### src/rtl/sr_result_capture.sv
// Result capture for the SR_full_top pipeline: records each frame result on the rising edge of done
// into a first-word-fall-through FIFO, tracking lost frames and a start-gated stall watchdog.
module sr_result_capture #(
  parameter int DEPTH   = 16,
  parameter int TIMEOUT = 4096
) (
  input  logic                     clk,
  input  logic                     reset,
  input  logic                     clear,
  input  logic                     start,
  input  logic                     done,
  // 'final' is a reserved word, so the last-frame marker is named final_frame
  input  logic                     final_frame,
  input  logic [9:0]               out0,
  input  logic [9:0]               out1,
  input  logic [3:0]               classification_result,
  input  logic [23:0]              regression_result,
  output logic [63:0]              rd_data,
  output logic                     rd_valid,
  input  logic                     rd_ready,
  output logic [$clog2(DEPTH):0]   level,
  output logic                     overflow,
  output logic [15:0]              drop_count,
  output logic                     timeout
);
  localparam int AW = $clog2(DEPTH);
  localparam logic [AW:0] FULL_LEVEL = (AW+1)'(DEPTH);
  localparam logic [AW:0] LVL_ONE    = (AW+1)'(1);
  localparam logic [AW-1:0] PTR_ONE  = AW'(1);
  localparam logic [19:0] WD_LIMIT   = 20'(TIMEOUT);

  logic [63:0]   mem [DEPTH];
  logic [AW-1:0] wr_ptr;
  logic [AW-1:0] rd_ptr;
  logic [AW:0]   count;
  logic          done_d;
  logic [14:0]   frame_idx;
  logic [19:0]   watchdog;
  logic          capture;
  logic          full;
  logic          pop;
  logic          push;
  logic          drop;
  logic [63:0]   record;

  assign capture  = done & ~done_d;
  assign full     = (count == FULL_LEVEL);
  assign rd_valid = (count != '0);
  assign pop      = rd_valid & rd_ready & ~clear;
  // A pop in the same cycle frees the slot, so a full FIFO still accepts the capture.
  assign push     = capture & ~clear & (~full | pop);
  assign drop     = capture & ~clear & full & ~pop;
  assign record   = {final_frame, frame_idx, classification_result, regression_result, out0, out1};
  assign rd_data  = rd_valid ? mem[rd_ptr] : '0;
  assign level    = count;

  // NOTE: the storage array is deliberately not reset; rd_data is masked by rd_valid, so stale
  // contents are never visible and the array can map onto plain RAM.
  always_ff @(posedge clk) begin
    if (push) mem[wr_ptr] <= record;
  end

  always_ff @(posedge clk or negedge reset) begin
    if (!reset) begin
      wr_ptr     <= '0;
      rd_ptr     <= '0;
      count      <= '0;
      done_d     <= 1'b0;
      frame_idx  <= '0;
      watchdog   <= '0;
      overflow   <= 1'b0;
      drop_count <= '0;
      timeout    <= 1'b0;
    end else begin
      // done_d keeps tracking during clear so a done held across clear is not seen as a new edge
      done_d <= done;
      if (clear) begin
        wr_ptr     <= '0;
        rd_ptr     <= '0;
        count      <= '0;
        frame_idx  <= '0;
        watchdog   <= '0;
        overflow   <= 1'b0;
        drop_count <= '0;
        timeout    <= 1'b0;
      end else begin
        if (push) wr_ptr <= wr_ptr + PTR_ONE;
        if (pop)  rd_ptr <= rd_ptr + PTR_ONE;
        case ({push, pop})
          2'b10:   count <= count + LVL_ONE;
          2'b01:   count <= count - LVL_ONE;
          default: count <= count;
        endcase

        if (capture) frame_idx <= final_frame ? 15'd0 : frame_idx + 15'd1;

        if (drop) begin
          overflow <= 1'b1;
          if (drop_count != 16'hFFFF) drop_count <= drop_count + 16'd1;
        end

        if (!start || capture) begin
          watchdog <= '0;
        end else if (watchdog != WD_LIMIT) begin
          watchdog <= watchdog + 20'd1;
          if (watchdog == WD_LIMIT - 20'd1) timeout <= 1'b1;
        end
      end
    end
  end
endmodule

### config.mk
export PLATFORM = sky130hd
export DESIGN_NAME = sr_result_capture
export DESIGN_NICKNAME = d
export VERILOG_FILES = /design/src/rtl/sr_result_capture.sv
export SDC_FILE = /design/constraint.sdc
export NUM_CORES = 1
export LEC_CHECK = 0
export ABC_AREA = 0
export CAP_MARGIN = 20
export CORE_ASPECT_RATIO = 1.75
export CORE_MARGIN = 8
export CORE_UTILIZATION = 52
export DETAILED_ROUTE_END_ITERATION = 16
export MAX_ROUTING_LAYER = met4
export PLACE_DENSITY = 0.73
export RECOVER_POWER = 50
export SYNTH_ARGS = -nofsm -noshare
export SYNTH_HDL_FRONTEND = slang
export SYNTH_SLANG_ARGS = --single-unit
### constraint.sdc
create_clock -name clk -period 7.3 [get_ports clk]
set_clock_uncertainty 0.05 [all_clocks]
set_input_delay 1.825 -clock clk [delete_from_list [all_inputs] [get_ports clk]]
set_output_delay 1.825 -clock clk [all_outputs]
set_load 0.005 [all_outputs]
==> results.md <==
- GP Congestion: 0.760
- Initial antenna violation count: 11
- Yosys reg bits: 1091
- Max cap viols: 2
- Insertion delay to the later sink of the worst-skew pair: 0.66 ns
- Pwr dens: 310 nW/µm²
- Status: complete, but fails checks
- Largest net degree at the start of global routing: 71
- Ys async rst share: 6.14%
- Drt first pass iters: 5
- First-pass GRT wire length: 139000 µm
- R2R depth: 5
- Synth Area in Compound Gates: 2.17%
- XOR/XNOR Fraction of Synth Area: 0.600%
- Rows: 138
- CP endpoint: rd_data[42]
- Synth area leaders: edfxtp_1 73%, mux4_2 14%, dfrtp_1 4.0%, mux2i_1 3.1%, o22ai_1 0.95%
- Width of the die: 232 µm
- Post-synth top area share: 72.6%
- Largest family of logic cells by synthesized area: multiplexers
- Post-synthesis sequential area ratio: 76.5%
- CTS sink count: 1091
- Mapped Nets: 2050
- Boundary Pins: 143
- R2r startpoint: done_d
- # setup viols final: 0
- Sw Pwr: 3.73 mW
- Post-synth top cells: 1024 x edfxtp_1, 256 x mux4_2, 130 x mux2i_1, 67 x dfrtp_1, 64 x o22ai_1
- Synthesized instance count: 1984
- Leak: 15.0 nW
- Top-count cell post-synth: edfxtp_1
- # fillers: 5632
- Post-synthesis cell area: 42400 µm²
- TritonCTS buffer count: 92
- Initial Utilization: 52.4%
- Nets: 2225
- Kind of critical path: flop to output pin
- Distinct cells, synth: 57
- Pwr Total: 14.9 mW
- Fin crit period: 5.79 ns
- WP data arrival: 3.92 ns
- Setup bufs post-CTS: 0
- Initial DRC count: 1694
- Vias in the first global route: 22100
- Final Hold Fails: 0
- WL final: 93200 µm
- IO Port Bufs: 142
- WP data required: 5.43 ns
- Pint: 11.2 mW
- Setup_tns: 0 ns
- Failing checks: max-capacitance violations, max-slew violations
- Post-CTS sizing: 0
- H-tree depth: 3
- Post-Synth Simple-Gate Area: 2.40%
- Detail Placement HPWL: 49700 µm
- Clock tree buffer depth: 3
- Cts hold-fix bufs: 0
- Die ar.: 91200 µm²
- RR Endpoint: mem[10][14]
- Syn_area_per_cell: 21.4 µm²
- # DRC: 0
- Main synth FF type: edfxtp_1
- Post-synth EDFFs: 1024
- Synth warn: 0
- Layout cells sized above 1: 20.7%
- Sequential power share: 46.6%
- Adder-cell share of the synthesized area: 0.325%
- Worst Setup End Kind: output pin
- Total vias in the final route: 20500
- Critical path peak fanout: 25
- Combinational Power Share: 20.8%
- CORE AREA: 80800 µm²
- Multiplexer area fraction after synthesis: 16.8%
- Area growth syn-to-layout: 13.9%
- CTS tree: yes
- Remaining Overflow, GRT: 0
- Post-route antenna net violation count: 0
- Max-slew headroom: -145%
- Reg clk slew, reported paths: 0.06 ns
- DR vias/cell: 6.23
- Wire per inst: 28.3 µm
- Sw Share: 25.0%
- Max Transition Viols Final: 118
- Reg-to-reg slack, setup: 3.96 ns
- Least-Margin Pin Slew: 3.67 ns
- Critical path origin: level[1]
- CTS root buffer: clkbuf_16
- All-Layer GR Usage: 21.2%
- VDD IR-drop max: 0.255 mV
- Clk pwr share: 32.6%
- Largest area contributor in the netlist: edfxtp_1
- Die Span Y: 394 µm
- RSZ-0062 raised after global routing: no
- Fmax: 173 MHz
- Startpoint Class: flop
- Final Cycle Share: 79.4%
- Type of the worst min-delay path: flop to flop
-- cells by family after synthesis --
family                     Yosys count
muxes                              389
and+or+nand+nor                    193
AOI/OAI and AO/OA                  147
DFF                               1091
adders and majority gates           11
buffers and inverters              124
xor gates and xnor gates            29
-- worst max-delay path: stages, from the launching register on --
cell and delay (ns):
dfrtp_1 0.48, nor4_4 0.58, nand2_2 0.27, nand2_4 0.52, buf_4 0.51, o22ai_1 0.31
clkdlybuf4s50_1 0.56
-- cell type report --
type / count / area (µm²) / area share, %
inverter: 17 / 63.8 / 0.132
multi-input combinational: 769 / 9530 / 19.8
timing repair buffer: 188 / 1920 / 3.98
clock inverter: 54 / 504 / 1.04
clock buffer: 114 / 2470 / 5.11
antenna: 9 / 22.5 / 0.0467
tap: 1050 / 1310 / 2.72
sequential: 1091 / 32400 / 67.2
-- cell usage in the layout, fill, tap and decap left out, drive strengths merged, types with 15 or more instances in the layout --
cell type | synthesis | layout
dfrtp | 67 | 67
inv | 17 | 21
o22ai | 64 | 64
dlygate4sd3 | 0 | 52
clkinv | 0 | 34
nand2 | 33 | 33
xor2 | 15 | 15
a21oi | 18 | 18
o21ai | 32 | 32
mux4 | 256 | 256
clkdlybuf4s50 | 0 | 89
buf | 43 | 44
mux2i | 130 | 130
clkbuf | 64 | 117
nand4 | 15 | 15
nand3 | 18 | 18
nor2 | 54 | 54
edfxtp | 1024 | 1024
-- state kept, by name, indices dropped and copies added (netlist names) --
name,count
done_d,1
drop_count,16
frame_idx,15
level,5
mem,1024
overflow,1
rd_ptr,4
timeout,1
watchdog,20
wr_ptr,4
-- stage by stage --
stage / area (µm²) / setup WS, ns / cells / util [%] / hold WS, ns
after floorplan: 42400 / -2.08 / 1984 / - / 0.436
after global placement: 45300 / 2.10 / 3114 / 56.0 / 0.442
after detailed placement: 45300 / 1.91 / 3114 / 56.0 / 0.440
after CTS: 48200 / 1.37 / 3282 / 59.7 / 0.456
after global routing: 48300 / 1.14 / 3291 / 59.7 / 0.506
final: 48300 / 1.51 / 3292 / 59.7 / 0.452
-- power groups by stage --
stage / clock network, mW / logic [mW] / registers, mW
2_1_floorplan: 0 / 1.99 / 7.01
3_3_place_gp: 0 / 3.10 / 7.13
3_5_place_dp: 0 / 3.14 / 7.14
4_1_cts: 4.95 / 3.16 / 7.01
5_1_grt: 5.17 / 3.34 / 6.98
6_report: 4.87 / 3.10 / 6.97
-- worst min path at each step --
| stage | startpoint | end | slack [ns] | cells past startpoint |
|---|---|---|---|---|
| CTS | timeout | timeout | 0.46 | 2 |
| global route | timeout | timeout | 0.51 | 2 |
| finish | timeout | timeout | 0.45 | 2 |
| global placement | timeout | timeout | 0.44 | 2 |
| floorplan | timeout | timeout | 0.44 | 2 |
| detailed placement | timeout | timeout | 0.44 | 2 |
-- per-layer routing --
layer	wire length, µm	GRT usage, %	vias to the layer above
met1	34900	25.3	10900
li1	-	-	8645
met3	5890	4.13	169
met4	2920	7.44	0
met2	49400	35.7	758
met5	0	-	-
Note: power is estimated with default switching activity, not from simulation.
